## src/rtl/mem_req_arbiter_if.sv

```systemverilog
// Bundle of the two requester ports, the PSRAM controller handshake and the idle flag.
// The arbiter uses the slave modport; whatever drives the requests and models the controller uses master.
interface mem_req_arbiter_if;
  logic        i_a_req;
  logic        i_a_write;
  logic [23:0] i_a_address;
  logic        i_a_bank;
  logic [7:0]  i_a_wdata;
  logic        o_a_ack;
  logic [7:0]  o_a_rdata;
  logic        o_a_err;

  logic        i_b_req;
  logic        i_b_write;
  logic [23:0] i_b_address;
  logic        i_b_bank;
  logic [7:0]  i_b_wdata;
  logic        o_b_ack;
  logic [7:0]  o_b_rdata;
  logic        o_b_err;

  logic        o_mem_cs;
  logic        o_mem_write;
  logic [23:0] o_mem_address;
  logic        o_mem_bank;
  logic [7:0]  o_mem_dataToWrite;
  logic        i_mem_busy;
  logic        i_mem_dataReady;
  logic [7:0]  i_mem_dataRead;

  logic        o_idle;

  modport slave (
    input  i_a_req, i_a_write, i_a_address, i_a_bank, i_a_wdata,
    output o_a_ack, o_a_rdata, o_a_err,
    input  i_b_req, i_b_write, i_b_address, i_b_bank, i_b_wdata,
    output o_b_ack, o_b_rdata, o_b_err,
    output o_mem_cs, o_mem_write, o_mem_address, o_mem_bank, o_mem_dataToWrite,
    input  i_mem_busy, i_mem_dataReady, i_mem_dataRead,
    output o_idle
  );

  modport master (
    output i_a_req, i_a_write, i_a_address, i_a_bank, i_a_wdata,
    input  o_a_ack, o_a_rdata, o_a_err,
    output i_b_req, i_b_write, i_b_address, i_b_bank, i_b_wdata,
    input  o_b_ack, o_b_rdata, o_b_err,
    input  o_mem_cs, o_mem_write, o_mem_address, o_mem_bank, o_mem_dataToWrite,
    output i_mem_busy, i_mem_dataReady, i_mem_dataRead,
    input  o_idle
  );
endinterface

```

## src/rtl/mem_req_arbiter.sv

```systemverilog
// Round-robin arbiter between the CPU (A) and video (B) ports in front of the PSRAM controller,
// with a watchdog that aborts transactions the controller never finishes.
module mem_req_arbiter #(
  parameter int unsigned TIMEOUT_CYCLES = 1023
) (
  input  logic              i_clkRAM,
  input  logic              reset,
  mem_req_arbiter_if.slave  bus_io
);

  typedef enum logic [1:0] {StIdle, StIssue, StWait, StAck} state_e;

  localparam logic [15:0] TimeoutVal = 16'(TIMEOUT_CYCLES);

  state_e      state_q, state_d;
  logic        last_q, last_d;  // 1 = port B was granted last and owns the current transaction
  logic [15:0] cnt_q, cnt_d;
  logic        cs_q, cs_d;
  logic        write_q, write_d;
  logic [23:0] addr_q, addr_d;
  logic        bank_q, bank_d;
  logic [7:0]  wdata_q, wdata_d;
  logic        a_ack_q, a_ack_d, a_err_q, a_err_d;
  logic        b_ack_q, b_ack_d, b_err_q, b_err_d;
  logic [7:0]  a_rdata_q, a_rdata_d, b_rdata_q, b_rdata_d;
  logic        idle_q, idle_d;

  logic        sel_b;
  logic        fin, fin_err, fin_load;
  logic [7:0]  fin_data;

  always_comb begin
    state_d   = state_q;
    last_d    = last_q;
    cnt_d     = cnt_q;
    cs_d      = 1'b1;
    write_d   = write_q;
    addr_d    = addr_q;
    bank_d    = bank_q;
    wdata_d   = wdata_q;
    a_ack_d   = 1'b0;
    a_err_d   = 1'b0;
    b_ack_d   = 1'b0;
    b_err_d   = 1'b0;
    a_rdata_d = a_rdata_q;
    b_rdata_d = b_rdata_q;
    sel_b     = 1'b0;
    fin       = 1'b0;
    fin_err   = 1'b0;
    fin_load  = 1'b0;
    fin_data  = 8'h00;

    unique case (state_q)
      StIdle: begin
        if (!bus_io.i_mem_busy && (bus_io.i_a_req || bus_io.i_b_req)) begin
          sel_b   = bus_io.i_b_req && (!bus_io.i_a_req || !last_q);
          last_d  = sel_b;
          write_d = sel_b ? bus_io.i_b_write   : bus_io.i_a_write;
          addr_d  = sel_b ? bus_io.i_b_address : bus_io.i_a_address;
          bank_d  = sel_b ? bus_io.i_b_bank    : bus_io.i_a_bank;
          wdata_d = sel_b ? bus_io.i_b_wdata   : bus_io.i_a_wdata;
          cnt_d   = '0;
          cs_d    = 1'b0;
          state_d = StIssue;
        end
      end
      StIssue: begin
        cnt_d = cnt_q + 16'd1;
        cs_d  = 1'b0;
        if (bus_io.i_mem_busy) begin
          cs_d    = 1'b1;
          state_d = StWait;
        end else if (cnt_d == TimeoutVal) begin
          fin     = 1'b1;
          fin_err = 1'b1;
        end
      end
      StWait: begin
        cnt_d = cnt_q + 16'd1;
        if (!bus_io.i_mem_busy && (write_q || bus_io.i_mem_dataReady)) begin
          fin      = 1'b1;
          fin_load = !write_q;
          fin_data = bus_io.i_mem_dataRead;
        end else if (cnt_d == TimeoutVal) begin
          fin     = 1'b1;
          fin_err = 1'b1;
        end
      end
      StAck: begin
        state_d = StIdle;
      end
    endcase

    if (fin) begin
      state_d = StAck;
      cs_d    = 1'b1;
      // An aborted transaction reports all-ones read data regardless of direction
      if (fin_err) begin
        fin_load = 1'b1;
        fin_data = 8'hFF;
      end
      if (last_q) begin
        b_ack_d = 1'b1;
        b_err_d = fin_err;
        if (fin_load) b_rdata_d = fin_data;
      end else begin
        a_ack_d = 1'b1;
        a_err_d = fin_err;
        if (fin_load) a_rdata_d = fin_data;
      end
    end

    idle_d = (state_d == StIdle);
  end

  always_ff @(posedge i_clkRAM) begin
    if (reset) begin
      state_q   <= StIdle;
      last_q    <= 1'b1;
      cnt_q     <= '0;
      cs_q      <= 1'b1;
      write_q   <= 1'b0;
      addr_q    <= '0;
      bank_q    <= 1'b0;
      wdata_q   <= '0;
      a_ack_q   <= 1'b0;
      a_err_q   <= 1'b0;
      b_ack_q   <= 1'b0;
      b_err_q   <= 1'b0;
      a_rdata_q <= '0;
      b_rdata_q <= '0;
      idle_q    <= 1'b1;
    end else begin
      state_q   <= state_d;
      last_q    <= last_d;
      cnt_q     <= cnt_d;
      cs_q      <= cs_d;
      write_q   <= write_d;
      addr_q    <= addr_d;
      bank_q    <= bank_d;
      wdata_q   <= wdata_d;
      a_ack_q   <= a_ack_d;
      a_err_q   <= a_err_d;
      b_ack_q   <= b_ack_d;
      b_err_q   <= b_err_d;
      a_rdata_q <= a_rdata_d;
      b_rdata_q <= b_rdata_d;
      idle_q    <= idle_d;
    end
  end

  assign bus_io.o_mem_cs          = cs_q;
  assign bus_io.o_mem_write       = write_q;
  assign bus_io.o_mem_address     = addr_q;
  assign bus_io.o_mem_bank        = bank_q;
  assign bus_io.o_mem_dataToWrite = wdata_q;
  assign bus_io.o_a_ack           = a_ack_q;
  assign bus_io.o_a_err           = a_err_q;
  assign bus_io.o_a_rdata         = a_rdata_q;
  assign bus_io.o_b_ack           = b_ack_q;
  assign bus_io.o_b_err           = b_err_q;
  assign bus_io.o_b_rdata         = b_rdata_q;
  assign bus_io.o_idle            = idle_q;

endmodule

```

## src/flat_wrapper.sv

```systemverilog
// flat-port wrapper written by rule: the top's interface ports become plain ports
module mem_req_arbiter_flat 
#(
  parameter int unsigned TIMEOUT_CYCLES = 1023
)
  (i_clkRAM, reset, bus_io_i_a_req, bus_io_i_a_write, bus_io_i_a_address, bus_io_i_a_bank, bus_io_i_a_wdata, bus_io_o_a_ack, bus_io_o_a_rdata, bus_io_o_a_err, bus_io_i_b_req, bus_io_i_b_write, bus_io_i_b_address, bus_io_i_b_bank, bus_io_i_b_wdata, bus_io_o_b_ack, bus_io_o_b_rdata, bus_io_o_b_err, bus_io_o_mem_cs, bus_io_o_mem_write, bus_io_o_mem_address, bus_io_o_mem_bank, bus_io_o_mem_dataToWrite, bus_io_i_mem_busy, bus_io_i_mem_dataReady, bus_io_i_mem_dataRead, bus_io_o_idle);
  mem_req_arbiter_if bus_io_i ();
  input  logic i_clkRAM;
  input  logic reset;
  input wire logic [$bits(bus_io_i.i_a_req)-1:0] bus_io_i_a_req;
  input wire logic [$bits(bus_io_i.i_a_write)-1:0] bus_io_i_a_write;
  input wire logic [$bits(bus_io_i.i_a_address)-1:0] bus_io_i_a_address;
  input wire logic [$bits(bus_io_i.i_a_bank)-1:0] bus_io_i_a_bank;
  input wire logic [$bits(bus_io_i.i_a_wdata)-1:0] bus_io_i_a_wdata;
  output wire logic [$bits(bus_io_i.o_a_ack)-1:0] bus_io_o_a_ack;
  output wire logic [$bits(bus_io_i.o_a_rdata)-1:0] bus_io_o_a_rdata;
  output wire logic [$bits(bus_io_i.o_a_err)-1:0] bus_io_o_a_err;
  input wire logic [$bits(bus_io_i.i_b_req)-1:0] bus_io_i_b_req;
  input wire logic [$bits(bus_io_i.i_b_write)-1:0] bus_io_i_b_write;
  input wire logic [$bits(bus_io_i.i_b_address)-1:0] bus_io_i_b_address;
  input wire logic [$bits(bus_io_i.i_b_bank)-1:0] bus_io_i_b_bank;
  input wire logic [$bits(bus_io_i.i_b_wdata)-1:0] bus_io_i_b_wdata;
  output wire logic [$bits(bus_io_i.o_b_ack)-1:0] bus_io_o_b_ack;
  output wire logic [$bits(bus_io_i.o_b_rdata)-1:0] bus_io_o_b_rdata;
  output wire logic [$bits(bus_io_i.o_b_err)-1:0] bus_io_o_b_err;
  output wire logic [$bits(bus_io_i.o_mem_cs)-1:0] bus_io_o_mem_cs;
  output wire logic [$bits(bus_io_i.o_mem_write)-1:0] bus_io_o_mem_write;
  output wire logic [$bits(bus_io_i.o_mem_address)-1:0] bus_io_o_mem_address;
  output wire logic [$bits(bus_io_i.o_mem_bank)-1:0] bus_io_o_mem_bank;
  output wire logic [$bits(bus_io_i.o_mem_dataToWrite)-1:0] bus_io_o_mem_dataToWrite;
  input wire logic [$bits(bus_io_i.i_mem_busy)-1:0] bus_io_i_mem_busy;
  input wire logic [$bits(bus_io_i.i_mem_dataReady)-1:0] bus_io_i_mem_dataReady;
  input wire logic [$bits(bus_io_i.i_mem_dataRead)-1:0] bus_io_i_mem_dataRead;
  output wire logic [$bits(bus_io_i.o_idle)-1:0] bus_io_o_idle;
  assign bus_io_i.i_a_req = bus_io_i_a_req;
  assign bus_io_i.i_a_write = bus_io_i_a_write;
  assign bus_io_i.i_a_address = bus_io_i_a_address;
  assign bus_io_i.i_a_bank = bus_io_i_a_bank;
  assign bus_io_i.i_a_wdata = bus_io_i_a_wdata;
  assign bus_io_o_a_ack = bus_io_i.o_a_ack;
  assign bus_io_o_a_rdata = bus_io_i.o_a_rdata;
  assign bus_io_o_a_err = bus_io_i.o_a_err;
  assign bus_io_i.i_b_req = bus_io_i_b_req;
  assign bus_io_i.i_b_write = bus_io_i_b_write;
  assign bus_io_i.i_b_address = bus_io_i_b_address;
  assign bus_io_i.i_b_bank = bus_io_i_b_bank;
  assign bus_io_i.i_b_wdata = bus_io_i_b_wdata;
  assign bus_io_o_b_ack = bus_io_i.o_b_ack;
  assign bus_io_o_b_rdata = bus_io_i.o_b_rdata;
  assign bus_io_o_b_err = bus_io_i.o_b_err;
  assign bus_io_o_mem_cs = bus_io_i.o_mem_cs;
  assign bus_io_o_mem_write = bus_io_i.o_mem_write;
  assign bus_io_o_mem_address = bus_io_i.o_mem_address;
  assign bus_io_o_mem_bank = bus_io_i.o_mem_bank;
  assign bus_io_o_mem_dataToWrite = bus_io_i.o_mem_dataToWrite;
  assign bus_io_i.i_mem_busy = bus_io_i_mem_busy;
  assign bus_io_i.i_mem_dataReady = bus_io_i_mem_dataReady;
  assign bus_io_i.i_mem_dataRead = bus_io_i_mem_dataRead;
  assign bus_io_o_idle = bus_io_i.o_idle;
  mem_req_arbiter #(.TIMEOUT_CYCLES(TIMEOUT_CYCLES)) u_core (.i_clkRAM(i_clkRAM), .reset(reset), .bus_io(bus_io_i));
endmodule
```

## config.mk

```make
export PLATFORM = sky130hd
export DESIGN_NAME = mem_req_arbiter_flat
export DESIGN_NICKNAME = d
export VERILOG_FILES = /design/src/rtl/mem_req_arbiter_if.sv /design/src/rtl/mem_req_arbiter.sv /design/src/flat_wrapper.sv
export SDC_FILE = /design/constraint.sdc
export NUM_CORES = 1
export LEC_CHECK = 0
export CORE_MARGIN = 2
export CORE_UTILIZATION = 30
export DETAILED_ROUTE_END_ITERATION = 10
export GPL_TIMING_DRIVEN = 1
export SYNTH_ARGS = -nofsm -noshare
export SYNTH_HDL_FRONTEND = slang
export SYNTH_SLANG_ARGS = --single-unit
```

## constraint.sdc

```tcl
create_clock -name i_clkRAM -period 3.9 [get_ports i_clkRAM]
set_clock_uncertainty 0.1 [all_clocks]
set_input_delay 0.39 -clock i_clkRAM [delete_from_list [all_inputs] [get_ports i_clkRAM]]
set_output_delay 0.39 -clock i_clkRAM [all_outputs]
set_load 0.05 [all_outputs]
```

==> impl_metrics.csv, run 1 <==
group,metric,value,unit
placed_design,dp_slack,1.13,ns
finish,mostFrequentLayoutCell,"clkdlybuf4s50_1",
sta,hold_violations,0,
critical_path,required,4.03,ns
synthesis,ys_seq_area_share,43.1,%
power,pwr-share-comb,23.3,%
placed_design,place_area,0.00498,mm^2
clock_network,clk_path_buf_depth,2,
power,seq_power_share,35.8,%
sta,setup-tns-final,0,ns
finish,final_cell_mix,"136 x clkdlybuf4s50_1, 75 x dfxtp_1, 62 x nor2_1",
grt,antenna_found_initial,0,
critical_path,cp-end-kind,"flip-flop",
sta,worstMarginPinSlew,1.07,ns
sta,finalMaxSlewViolations,0,
sta,fin_crit_sh,71.2,%
finish,fillers,1102,
grt,first_global_vias,3228,
sta,setup_viol,0,
clock_network,cts_htree_levels,3,
sta,slew-limit-headroom,28.6,%
job,maxCapViolations,0,
finish,seq_area,0.00150,mm^2
finish,area_growth,53.2,%
die,dieWidth,112,um
critical_path,start_kind,"flip-flop",
grt,grt_overflow,0,
synthesis,synth_area,0.00348,mm^2
clock_network,clk-insertion-delay-late,0.32,ns
finish,drive_gt1_share,5.86,%
clock_network,cts_resized,0,
critical_path,critical_path.max_fanout,8,
power,p_leak,0.00185,uW
placed_design,portBuffers,137,
power,p_int,1690,uW
die,coreArea,0.0114,mm^2
placed_design,gp_congestion,0.871,
die,std_cell_rows,39,
sta,max_freq,360,MHz
hold_path,hp-class,"reg2reg",
sta,worst_slack,1.13,ns
placed_design,dp_hpwl,7220,um
die,die_area,0.0125,mm^2
die,die_height,112,um
routing,drcViolationCount,0,
clock_network,cts_tree,"done",
grt,grt_pass1_wl,16200,um
routing,wl_per_cell,14.4,um
synthesis,yosysWarnings,0,
clock_network,cts_num_sinks,75,
power,p_sw_share,28.3,%
synthesis,yosysUniqueCellTypes,43,
finish,layout.nets,612,
routing,drt_pass1_iterations,4,
die,start_util,30.6,%
routing,drt-total-wl,9710,um
synthesis,avgSynthCellArea,8.72,um^2
power,irDropWorstVdd,0.219,mV
critical_path,critical_path_class,"reg2reg",
clock_network,hold_buffers,0,
routing,initialDrtViolationCount,183,
sta,rsz0062_at_grt,"no",
routing,final_antenna_net_count,0,
routing,vias_per_cell,4.97,
clock_network,path_clk_slew,0.06,ns
power,p_sw,670,uW
grt,grt_max_degree,57,
status,status,"completed",
clock_network,cts_buffers,9,
die,io_pins,138,
synthesis,synth_fp_nets,486,
synthesis,synthesis.instances,399,
power,powerDensity,444,mW/mm^2
grt,grtUsageTotal,15.8,%
clock_network,post-cts-setup-buffers,0,
clock_network,cts_root_buf,"clkbuf_16",
finish,antennaDiodeCount,0,
finish,final_area,0.00533,mm^2
routing,via_count,3341,
critical_path,crit_arrival,2.90,ns
sta,fin_crit,2.77,ns
synthesis,ys_seq_elements,75,
power,clkPwrFrac,40.9,%
finish,multi_input_area,0.00181,mm^2
## state kept, by name (all words and copies together) (netlist names), 2 cells and up
name / flops
u_core.state_q: 2
u_core.bus_io.o_mem_address: 24
u_core.bus_io.o_a_rdata: 8
u_core.bus_io.o_mem_dataToWrite: 8
u_core.cnt_q: 16
u_core.bus_io.o_b_rdata: 8
## path summary, 6_finish.rpt
path | to | cells past startpoint | slack (ns) | start
worst max register to register | u_core.bus_io.o_a_rdata[2] | 7 | 1.13 | u_core.cnt_q[0]
worst min register to register | u_core.bus_io.o_b_rdata[1] | 2 | 0.37 | u_core.bus_io.o_b_rdata[1]
worst min-delay path | u_core.bus_io.o_b_rdata[1] | 2 | 0.37 | u_core.bus_io.o_b_rdata[1]
worst max-delay path | u_core.bus_io.o_a_rdata[2] | 7 | 1.13 | u_core.cnt_q[0]
## cell usage after synthesis, drive strengths merged
| master | number | area share [%] |
|---|---|---|
| clkbuf | 24 | 2.6 |
| a22o | 1 | 0.25 |
| nand2b | 1 | 0.18 |
| nand2 | 22 | 2.4 |
| o211a | 1 | 0.29 |
| o32a | 1 | 0.29 |
| a31o | 1 | 0.25 |
| a211o | 1 | 0.25 |
| nor3b | 1 | 0.22 |
| o21a | 2 | 0.43 |
| and2 | 1 | 0.18 |
| a21oi | 16 | 2.3 |
| buf | 3 | 0.32 |
| nor4b | 3 | 1.2 |
| or2 | 2 | 0.36 |
| a22oi | 3 | 0.65 |
| and3 | 3 | 0.54 |
| nor3 | 7 | 1.3 |
| a31oi | 3 | 0.54 |
| xor2 | 2 | 0.50 |
| o2111ai | 2 | 0.50 |
| nand4b | 2 | 0.50 |
| xnor2 | 2 | 0.50 |
| o21ai | 15 | 2.4 |
| a21boi | 1 | 0.22 |
| o21bai | 1 | 0.22 |
| nand4 | 2 | 0.36 |
| dfxtp | 75 | 43 |
| a41oi | 2 | 0.50 |
| a221oi | 16 | 4.0 |
| ha | 5 | 1.8 |
| nor4 | 6 | 1.1 |
| nand3 | 7 | 1.0 |
| inv | 24 | 2.6 |
| nor2b | 2 | 0.36 |
| a211oi | 37 | 8.0 |
| a311oi | 5 | 1.3 |
| mux2i | 34 | 9.8 |
| nor2 | 63 | 6.8 |
## critical path: stages (launching register included)
cell       delay (ns)
dfxtp_1          0.42
ha_1             0.23
nand3_1          0.25
nor4_1           0.34
o2111ai_1        0.23
nor4b_4          0.57
o21ai_2          0.20
a221oi_1         0.33
## cell type report
type / instances / share of cell area, %
inverters: 24 / 1.69
multi-input cells: 273 / 33.9
well taps: 143 / 3.36
flip-flops and latches: 75 / 28.2
clock buffers: 11 / 4.74
repair buffers: 142 / 26.3
clock inverters: 4 / 1.83
## per-layer routing
| metal | track usage [%] | vias up | wire length (um) |
|---|---|---|---|
| met2 | 25.3 | 131 | 4520 |
| met5 | 0 | - | 0 |
| met4 | 5.02 | 0 | 112 |
| li1 | - | 1706 | - |
| met1 | 20.5 | 1497 | 4340 |
| met3 | 4.74 | 7 | 731 |
## power by group through the flow
stage | clock, uW | sequential (uW) | combinational [uW]
CTS | 986 | 846 | 555
global placement | 0 | 861 | 551
detailed placement | 0 | 861 | 554
global route | 1020 | 852 | 592
floorplan | 0 | 1010 | 186
finish | 968 | 846 | 550
## logic make-up (layout without fill, tap and decap cells)
kind of cell | Yosys count | in the layout | share of synthesized area, %
and+or+nand+nor | 122 | 122 | 16.4
AOI/OAI and AO/OA | 108 | 108 | 22.3
DFF | 75 | 75 | 43.1
buffers and inverters | 51 | 181 | 5.50
muxes | 34 | 34 | 9.78
adders and majority gates | 5 | 5 | 1.80
xor gates and xnor gates | 4 | 4 | 1.01
## per-stage QoR
| stage | total power (uW) | std cells | util, % | hold slack (ns) |
|---|---|---|---|---|
| after floorplan | 1190 | 399 | - | 0.349 |
| final | 2360 | 672 | 46.9 | 0.367 |
| after detailed placement | 1410 | 657 | 43.8 | 0.366 |
| after global placement | 1410 | 657 | 43.8 | 0.361 |
| after CTS | 2390 | 672 | 46.9 | 0.375 |
| after global routing | 2470 | 672 | 46.9 | 0.394 |
(Power assumes the default switching activity.)
==> run 2: changes to the inputs <==
- clock period: 3.9 -> 2.75 ns (I/O delays scaled with it)
==> run 2 against run 1 <==
Maximum frequency is 9.3% higher. Combinational power is 47% higher. Critical path depth is 1 lower. Design area is 1.4% higher. Flip-flop and latch count stayed put. Setup slack worse by 0.91 ns. Non-clock buffer count is 5 higher. Global-route usage is 0.29 points higher. Routed wire length is 2.2% higher. Core utilization is 0.64 points higher. Hold slack worse by 0.00098 ns. Register-to-register slack worse by 0.91 ns. Critical endpoint is now u_core.bus_io.o_idle.
==> impl_metrics.csv, run 2 (same netlist as run 1, synthesis figures left out) <==
group,metric,value,unit
status,status,"completed",
hold_path,min_to,"u_core.bus_io.o_b_rdata[2]",
die,coreArea,0.0114,mm^2
critical_path,crit_buf_inv,0,
critical_path,required,2.87,ns
die,std_cell_rows,39,
critical_path,r2r_start,"u_core.cnt_q[4]",
sta,setup-tns-final,0,ns
grt,grt_max_degree,64,
finish,fin_util,47.5,%
critical_path,worstSetupPathDepth,6,
finish,mostFrequentLayoutCell,"clkdlybuf4s50_1",
sta,hold_violations,0,
hold_path,min_from,"u_core.bus_io.o_b_rdata[2]",
sta,worstMarginPinSlew,0.752,ns
routing,drt_pass1_iterations,5,
routing,via_count,3423,
finish,largest_register_ffs,24,
critical_path,r2r-end,"u_core.bus_io.o_idle",
routing,initialDrtViolationCount,123,
routing,vias_per_cell,5.05,
sta,slew-limit-headroom,49.8,%
job,maxCapViolations,0,
critical_path,max_stage_delay,0.42,ns
sta,rsz0062_at_grt,"no",
clock_network,cts_num_sinks,75,
critical_path,crit_arrival,2.66,ns
die,die_height,112,um
hold_path,hp-class,"reg2reg",
clock_network,cts_resized,0,
critical_path,critical_path.max_fanout,8,
clock_network,post-cts-setup-buffers,0,
critical_path,r2r_setup_slack,0.21,ns
sta,fin_crit,2.54,ns
sta,finalMaxSlewViolations,0,
finish,drive_gt1_share,8.60,%
die,io_pins,138,
clock_network,cts_root_buf,"clkbuf_16",
critical_path,cp-end-kind,"flip-flop",
grt,antenna_found_initial,0,
critical_path,cp_top_family,"simple AND/OR/NAND/NOR gates",
die,start_util,30.6,%
critical_path,cp_cell_sequence,"nand3_1 -> nor4b_2 -> o2111ai_2 -> o32a_1 -> or2_2 -> a31o_2",
finish,antennaDiodeCount,0,
clock_network,hold_buffers,0,
sta,max_freq,394,MHz
routing,drcViolationCount,0,
power,p_leak,0.00186,uW
grt,first_global_vias,3271,
placed_design,gp_congestion,0.905,
hold_path,hold_depth,2,
routing,final_antenna_net_count,0,
critical_path,critical_path_class,"reg2reg",
placed_design,portBuffers,137,
clock_network,cts_tree,"done",
routing,drt-total-wl,9920,um
grt,grt_overflow,0,
critical_path,r2r_cells,6,
clock_network,cts_buffers,9,
finish,layout.nets,617,
power,powerDensity,565,mW/mm^2
grt,grtUsageTotal,16.1,%
critical_path,worst_path_max_delay_cell,"dfxtp_1",
power,irDropWorstVdd,0.287,mV
die,die_area,0.0125,mm^2
placed_design,dp_hpwl,7310,um
clock_network,clk_path_buf_depth,2,
critical_path,start_kind,"flip-flop",
sta,fin_crit_sh,92.3,%
die,dieWidth,112,um
routing,wl_per_cell,14.6,um
clock_network,clk-insertion-delay-late,0.33,ns
clock_network,path_clk_slew,0.06,ns
finish,area_growth,55.3,%
sta,setup_viol,0,
clock_network,cts_htree_levels,3,
finish,final_cell_mix,"136 x clkdlybuf4s50_1, 75 x dfxtp_1, 61 x nor2_1",
grt,grt_pass1_wl,16300,um
[run 2: cell count changes in the layout (fill, tap and decap cells not counted), sizes merged]
cell	change
buf	+5
clkbuf	-2
bufinv	-3
clkinv	+6
[run 2: where the power goes]
part           leakage (uW)  internal, uW  switching [uW]
clock              0.000135           606             445
combinational       0.00112           332             474
sequential         0.000612          1160            41.7
total               0.00186          2090             961
[run 2: layout make-up]
class	count	area (um^2)
Multi-Input combinational cell	273	1880
Clock buffer	9	225
Timing Repair Buffer	147	1480
Tap cell	143	179
Clock inverter	7	45.0
Inverter	24	90.1
Fill cell	1106	5970
Sequential cell	75	1500
[run 2: worst max-delay path by stage]
stage	start	end	slack, ns
6_report	u_core.cnt_q[4]	u_core.bus_io.o_idle	0.21
5_1_grt	u_core.cnt_q[1]	u_core.bus_io.o_a_rdata[5]	0.03
4_1_cts	u_core.cnt_q[1]	u_core.bus_io.o_b_rdata[3]	0.01
3_5_place_dp	u_core.cnt_q[1]	u_core.bus_io.o_b_rdata[3]	0.02
3_3_place_gp	u_core.cnt_q[1]	u_core.bus_io.o_b_rdata[6]	0.16
2_1_floorplan	u_core.cnt_q[0]	u_core.bus_io.o_idle	0.34
[run 2: per-stage QoR]
step	instances	cell area, um^2	hold slack (ns)	setup slack [ns]	power [uW]
finish	678	5400	0.366	0.212	3050
global route	678	5400	0.382	0.0308	3210
CTS	678	5330	0.369	0.0123	3090
detailed placement	662	5050	0.359	0.0191	2030
global placement	662	5050	0.361	0.162	2020
floorplan	399	3480	0.349	0.344	1690
[run 2: worst min-delay path, stage by stage (launching register included)]
cell	delay (ns)
dfxtp_1	0.31
inv_1	0.05
a221oi_1	0.06
[run 2: layer usage]
metal / up-vias / track usage, % / share of wire [%]
li1: 1720 / - / -
met4: 0 / 5.93 / 1.3
met1: 1566 / 19.0 / 42
met5: - / 0 / 0
met2: 130 / 26.9 / 49
met3: 7 / 5.66 / 7.7
